<file path="src/rtl/pad_frame_pkg.sv">
// Shared definitions for the pad-control frame: config bit positions,
// edge-mode and config-FSM encodings, and the edge-match helper.
package pad_frame_pkg;

  localparam int CFG_PEN      = 0;
  localparam int CFG_FILT     = 1;
  localparam int CFG_EDGE_LSB = 2;

  typedef enum logic [1:0] {
    EDGE_NONE = 2'b00,
    EDGE_RISE = 2'b01,
    EDGE_FALL = 2'b10,
    EDGE_BOTH = 2'b11
  } edge_mode_e;

  typedef enum logic [1:0] {
    IDLE  = 2'd0,
    PRE   = 2'd1,
    APPLY = 2'd2,
    POST  = 2'd3
  } cfg_state_e;

  // Decide whether an observed transition is one the pad's edge mode reports.
  function automatic logic edge_hit(edge_mode_e mode, logic rise, logic fall);
    case (mode)
      EDGE_RISE: return rise;
      EDGE_FALL: return fall;
      EDGE_BOTH: return rise | fall;
      default:   return 1'b0;
    endcase
  endfunction

endpackage

</file>
<file path="src/rtl/pad_in_filter.sv">
// One pad's input path: 2-flop synchroniser, programmable glitch filter
// and registered edge-event detector.
module pad_in_filter
  import pad_frame_pkg::*;
#(
  parameter int FILT_W = 4
) (
  input  logic              clk_i,
  input  logic              rst_i,
  input  logic              pad_in_i,
  input  logic              filt_en_i,
  input  logic [1:0]        edge_mode_i,
  input  logic [FILT_W-1:0] filt_len_i,
  output logic              io_in_o,
  output logic              evt_o
);

  logic              s1;
  logic              s2;
  logic              prev;
  logic              filt_en_q;
  logic [FILT_W-1:0] cnt;

  // Synchronise, filter and detect edges; a filter enable toggle only clears
  // the counter so the filtered level never jumps on reconfiguration.
  always_ff @(posedge clk_i or posedge rst_i) begin
    if (rst_i) begin
      s1        <= 1'b0;
      s2        <= 1'b0;
      prev      <= 1'b0;
      filt_en_q <= 1'b0;
      cnt       <= '0;
      io_in_o   <= 1'b0;
      evt_o     <= 1'b0;
    end else begin
      s1        <= pad_in_i;
      s2        <= s1;
      prev      <= io_in_o;
      filt_en_q <= filt_en_i;
      evt_o     <= edge_hit(edge_mode_e'(edge_mode_i), io_in_o & ~prev, ~io_in_o & prev);
      if (filt_en_i != filt_en_q) begin
        cnt <= '0;
      end else if (!filt_en_i) begin
        io_in_o <= s2;
        cnt     <= '0;
      end else if (s2 == io_in_o) begin
        cnt <= '0;
      end else if (cnt == filt_len_i) begin
        io_in_o <= s2;
        cnt     <= '0;
      end else if (cnt != '1) begin
        cnt <= cnt + 1'b1;
      end
    end
  end

endmodule

</file>
<file path="src/rtl/pad_frame_filter.sv">
// Pad-control frame: per-pad config registers written through a
// break-before-make sequence, plus one input filter per pad.
module pad_frame_filter
  import pad_frame_pkg::*;
#(
  parameter  int N_IO        = 63,
  parameter  int NBIT_PADCFG = 6,
  parameter  int FILT_W      = 4,
  parameter  int GUARD_CYC   = 2,
  localparam int IDX_W       = (N_IO > 1) ? $clog2(N_IO) : 1
) (
  input  logic                        clk_i,
  input  logic                        rst_i,
  input  logic                        cfg_valid_i,
  output logic                        cfg_ready_o,
  input  logic [IDX_W-1:0]            cfg_idx_i,
  input  logic [NBIT_PADCFG-1:0]      cfg_data_i,
  output logic                        cfg_err_o,
  input  logic [FILT_W-1:0]           filt_len_i,
  input  logic [N_IO-1:0]             io_out_i,
  input  logic [N_IO-1:0]             io_oe_i,
  output logic [N_IO-1:0]             io_in_o,
  output logic [N_IO-1:0]             evt_o,
  input  logic [N_IO-1:0]             pad_in_i,
  output logic [N_IO-1:0]             pad_out_o,
  output logic [N_IO-1:0]             pad_oe_o,
  output logic [N_IO-1:0]             pad_pen_o,
  output logic [N_IO*NBIT_PADCFG-1:0] pad_cfg_o
);

  localparam int GW = (GUARD_CYC > 1) ? $clog2(GUARD_CYC + 1) : 1;
  localparam logic [GW-1:0] GUARD_LOAD = GW'(GUARD_CYC - 1);

  localparam logic [1:0] ST_IDLE  = IDLE;
  localparam logic [1:0] ST_PRE   = PRE;
  localparam logic [1:0] ST_APPLY = APPLY;
  localparam logic [1:0] ST_POST  = POST;

  logic [1:0]             state;
  logic [GW-1:0]          gcnt;
  logic [IDX_W-1:0]       idx_q;
  logic [NBIT_PADCFG-1:0] data_q;
  logic [NBIT_PADCFG-1:0] cfg_q [N_IO];
  logic [N_IO-1:0]        guard;
  logic                   idx_oob;

  assign idx_oob     = 32'(cfg_idx_i) >= 32'(N_IO);
  assign cfg_ready_o = (state == ST_IDLE);
  assign pad_out_o   = io_out_i;
  assign pad_oe_o    = io_oe_i & ~guard & {N_IO{~rst_i}};

  // Sequence a config write: guard the target pad, apply, guard again.
  always_ff @(posedge clk_i or posedge rst_i) begin
    if (rst_i) begin
      state     <= ST_IDLE;
      gcnt      <= '0;
      idx_q     <= '0;
      data_q    <= '0;
      cfg_err_o <= 1'b0;
    end else begin
      cfg_err_o <= 1'b0;
      case (state)
        ST_IDLE: begin
          if (cfg_valid_i) begin
            if (idx_oob) begin
              cfg_err_o <= 1'b1;
            end else begin
              idx_q  <= cfg_idx_i;
              data_q <= cfg_data_i;
              gcnt   <= GUARD_LOAD;
              state  <= ST_PRE;
            end
          end
        end
        ST_PRE: begin
          if (gcnt == '0) state <= ST_APPLY;
          else            gcnt  <= gcnt - 1'b1;
        end
        ST_APPLY: begin
          gcnt  <= GUARD_LOAD;
          state <= ST_POST;
        end
        ST_POST: begin
          if (gcnt == '0) state <= ST_IDLE;
          else            gcnt  <= gcnt - 1'b1;
        end
        default: state <= ST_IDLE;
      endcase
    end
  end

  // Commit the latched config to the target pad during APPLY.
  always_ff @(posedge clk_i or posedge rst_i) begin
    if (rst_i) begin
      for (int k = 0; k < N_IO; k++) cfg_q[k] <= '0;
    end else if (state == ST_APPLY) begin
      for (int k = 0; k < N_IO; k++) begin
        if (idx_q == IDX_W'(k)) cfg_q[k] <= data_q;
      end
    end
  end

  // Only the pad under reconfiguration has its output enable held off.
  always_comb begin
    guard = '0;
    for (int k = 0; k < N_IO; k++) begin
      guard[k] = (state != ST_IDLE) && (idx_q == IDX_W'(k));
    end
  end

  for (genvar k = 0; k < N_IO; k++) begin : g_pad
    assign pad_cfg_o[k*NBIT_PADCFG +: NBIT_PADCFG] = cfg_q[k];
    assign pad_pen_o[k] = cfg_q[k][CFG_PEN];

    pad_in_filter #(.FILT_W(FILT_W)) u_pad (
      .clk_i       (clk_i),
      .rst_i       (rst_i),
      .pad_in_i    (pad_in_i[k]),
      .filt_en_i   (cfg_q[k][CFG_FILT]),
      .edge_mode_i (cfg_q[k][CFG_EDGE_LSB +: 2]),
      .filt_len_i  (filt_len_i),
      .io_in_o     (io_in_o[k]),
      .evt_o       (evt_o[k])
    );
  end

endmodule

</file>
<file path="config.mk">
export PLATFORM = sky130hd
export DESIGN_NAME = pad_frame_filter
export DESIGN_NICKNAME = d
export VERILOG_FILES = /design/src/rtl/pad_frame_pkg.sv /design/src/rtl/pad_in_filter.sv /design/src/rtl/pad_frame_filter.sv
export SDC_FILE = /design/constraint.sdc
export NUM_CORES = 2
export LEC_CHECK = 0
export ABC_AREA = 1
export CORE_AREA = 5 5 345 347
export CTS_BUF_LIST = sky130_fd_sc_hd__clkbuf_8
export CTS_CLUSTER_DIAMETER = 30
export DETAILED_ROUTE_END_ITERATION = 16
export DIE_AREA = 0 0 350 352
export PLACE_DENSITY = 0.71
export SETUP_SLACK_MARGIN = 0.3
export SLEW_MARGIN = 20
export SYNTH_ARGS = -nofsm -noshare
export SYNTH_HDL_FRONTEND = slang
export SYNTH_SLANG_ARGS = --single-unit
</file>
<file path="constraint.sdc">
create_clock -name clk_i -period 58.3 [get_ports clk_i]
set_input_delay 11.66 -clock clk_i [delete_from_list [all_inputs] [get_ports clk_i]]
set_output_delay 11.66 -clock clk_i [all_outputs]
set_load 0.01 [all_outputs]
</file>
==> results.cfg <==
[cells_and_area]
fin_util_pct = 56.4
drive_gt1_share_pct = 8.97
finalInstanceArea_um2 = 65200
seqCellArea_um2 = 25600
final_cells = 8890
area_growth_pct = 23.6
fill_cells = 10137
nNetsFinal = 7558
multi_input_area_um2 = 21300

[worst_setup_path]
critPathMaxStageDelay_ns = 0.82
crit_type = in -> out
endpoint_kind = primary output
timing.rr.end = pad_cfg_o[91]
start_kind = input pin
critPathArrivalTime_ns = 15.75
worstPathMaxFanout = 136
rr_worst_depth = 6
cp_slowest_cell = buf_4
r2r-start = state[0]
r2r_setup_slack_ns = 55.06
required_ns = 46.64
crit_chain = clkdlybuf4s50_1, inv_8, buf_4, buf_12, buf_4, nand2_1, a31oi_1, clkdlybuf4s50_1

[floorplan]
boundaryPins = 903
core_area_um2 = 116000
std_cell_rows = 125
start_util_pct = 45.6
die_y_um = 352
fp.dieArea_um2 = 123000
chipWidth_um = 350

[synth]
postSynthCellCount = 6609
yosys_warnings = 0
synthXorXnorAreaFrac_pct = 0.216
synthTopCellsByArea = dfrtp_1 49%, nand2_1 15%, nand3_1 4.9%
syn_avg_cell_area_um2 = 7.98
netlist_area_um2 = 52800
ys_ff_latch = 1025
synth_adder_area_share_pct = 4.63
synth-compound-area-share_pct = 8.86
yosysSeqAreaShare_pct = 48.6
synthMuxAreaShare_pct = 0.133
synth_top_family_by_area = simple AND/OR/NAND/NOR gates
synth_top_area_share_pct = 48.6
yosys.area.top_type = dfrtp_1
yosys.area_share.simple_pct = 26.4
syn-num-nets = 7012
synth_cell_types = 32

[power_and_ir_drop]
switchingPower_mw = 1.17
ir_drop_mv = 0.0349
power_leakage_nw = 31.5
p_sw_share_pct = 37.9
power_frac_clock_pct = 31.1
internal_power_mw = 1.92
power_frac_comb_pct = 34.4
seq_power_share_pct = 34.5
power_density_nw_per_um2 = 47.5

[grt]
grt_max_degree = 142
antenna_found_initial = 14
grt_pass1_vias = 43823
grtUsageTotal_pct = 26.4
grt_pass1_wl_um = 252000
grt_overflow = 0

[routing]
wl_per_cell_um = 18.7
drt_iter0_drc = 3086
routed_via_density = 5.10
vias = 45335
dr.pass1.iters = 6
wl_um = 166000
postRouteAntennaNets = 0
drc = 0

[place]
placed_cell_area_um2 = 59500
hpwlAfterDp_um = 115000
port_buffers = 776
gp_congestion = 0.848
dp.cells = 8442

[sta]
rsz0062_at_grt = no
finalClockSkew_ns = 0.0589
fin_crit_sh_pct = 47.0
setup_violations = 0
drv_slew = 0
min_period_ns = 27.41
tightest_slew_ns = 1.17
slew_headroom_pct = 21.8
tns_ns = 0
hold_viol_final = 0
clock.fmax_ghz = 0.0365

[clock_tree]
ctsResizeCount = 0
clockBufferDepth = 3
post_cts_buffers = 0
clock_latency_ns = 0.97
holdBufCountCts = 0
h-tree-depth = 4
cts-buffers-inserted = 235
cts.clk_slew.worst_paths_ns = 0.06
numClockSinks = 1025
cts_tree = built
cts-root-buf = clkbuf_8

[hold_path]
hold_end = g_pad[19].u_pad.s2
hp-start = g_pad[19].u_pad.s1
min-delay-path-class = reg -> reg
worstHoldPathCells = 0

[run_status]
status = finished, final reports clean

[job]
cap_violations = 0
[power groups by stage]
stage	Combinational [mW]	Clock, mW	Sequential [mW]
global route	1.17	1.02	1.09
floorplan	0.608	0	1.06
detailed placement	1.06	0	1.08
finish	1.06	0.962	1.07
CTS	1.07	0.978	1.07
global placement	1.04	0	1.07
[cells in the final DEF (no fill, tap or decap), drive strengths merged, types with 7 or more instances in the layout]
master            n
diode            10
o211ai           74
mux2i             7
clkinv           52
a31oi            32
nand3b            8
dfrtp          1025
xor2             13
bufinv           32
clkbuf          282
ha              195
nand4            11
a21oi           149
or2              45
nor3             95
clkdlybuf4s50   772
nand3           543
nand2          2183
buf              40
clkinvlp         32
inv             723
o21ai           546
nor2            489
[cells by family (layout without fill, tap and decap cells)]
group                      after synthesis  in the layout
DFF                                   1025           1025
adders and majority gates              195            195
buffers and inverters                 1186           1933
and+or+nand+nor                       3374           3374
muxes                                    7              7
AOI/OAI and AO/OA                      809            809
xor gates and xnor gates                13             13
other                                    0             10
[cells in the mapped netlist]
cell type and n:
a31oi_1 32, o21ai_0 246, nand3b_1 8, mux2i_1 7
o21ai_2 101, or2_2 45, buf_4 339, nand2_1 2175
o21ai_1 199, a21oi_1 149, nor2_8 3, inv_2 16
nand2_4 7, nand2_2 1, o21bai_1 3, buf_6 4
inv_1 666, buf_1 8, dfrtp_1 1025, nor3_1 95
nand4_1 11, nor2_4 12, nand3_1 520, ha_1 195
nand3_2 23, nor2_1 474, clkinv_1 1, clkbuf_1 64
buf_2 88, xor2_1 13, a22oi_1 5, o211ai_1 74
[flip-flops by register name, indices dropped and copies added, names as in the netlist]
signal	cells
pad_cfg_o	378
g_pad.u_pad.cnt	252
g_pad.u_pad.evt_o	63
g_pad.u_pad.filt_en_q	63
g_pad.u_pad.io_in_o	63
g_pad.u_pad.prev	63
g_pad.u_pad.s1	63
g_pad.u_pad.s2	63
data_q	6
idx_q	6
gcnt	2
state	2
cfg_err_o	1
[metrics by stage]
stage | setup slack [ns] | hold WS, ns | total power, mW
final | 30.89 | 0.317 | 3.09
after global routing | 30.39 | 0.325 | 3.28
after CTS | 30.77 | 0.322 | 3.12
after detailed placement | 30.76 | 0.335 | 2.14
after global placement | 30.77 | 0.333 | 2.11
after floorplan | 4.22 | 0.331 | 1.67
[layer usage]
metal / GRT usage, % / up-vias / share of wire (%)
met2: 43.4 / 1573 / 47
met3: 7.66 / 387 / 8.3
met1: 32.0 / 21451 / 40
met5: 0 / - / 0.028
met4: 12.2 / 6 / 4.5
li1: - / 21918 / -
[critical path, delay by kind of cell]
kind	cells	cell delay [ns]
and+or+nand+nor	1	0.14
AOI/OAI and AO/OA	1	0.26
buffers and inverters	6	3.37
[layout make-up]
cell class / count / share of cell area, %
Multi-Input combinational cell: 4398 / 32.6
Antenna cell: 10 / 0.0384
Clock buffer: 282 / 5.95
Sequential cell: 1025 / 39.4
Inverter: 683 / 3.98
Clock inverter: 156 / 2.77
Timing Repair Buffer: 812 / 12.4
Tap cell: 1524 / 2.93
[worst max-delay path by stage]
| stage | startpoint | to | cells after the start |
|---|---|---|---|
| 2_1_floorplan | rst_i | pad_oe_o[41] | 4 |
| 3_3_place_gp | rst_i | pad_oe_o[1] | 8 |
| 3_5_place_dp | rst_i | pad_oe_o[1] | 8 |
| 4_1_cts | rst_i | pad_oe_o[1] | 8 |
| 5_1_grt | rst_i | pad_oe_o[1] | 8 |
| 6_report | rst_i | pad_oe_o[1] | 8 |
No activity file was read; power rests on OpenSTA's default activity.
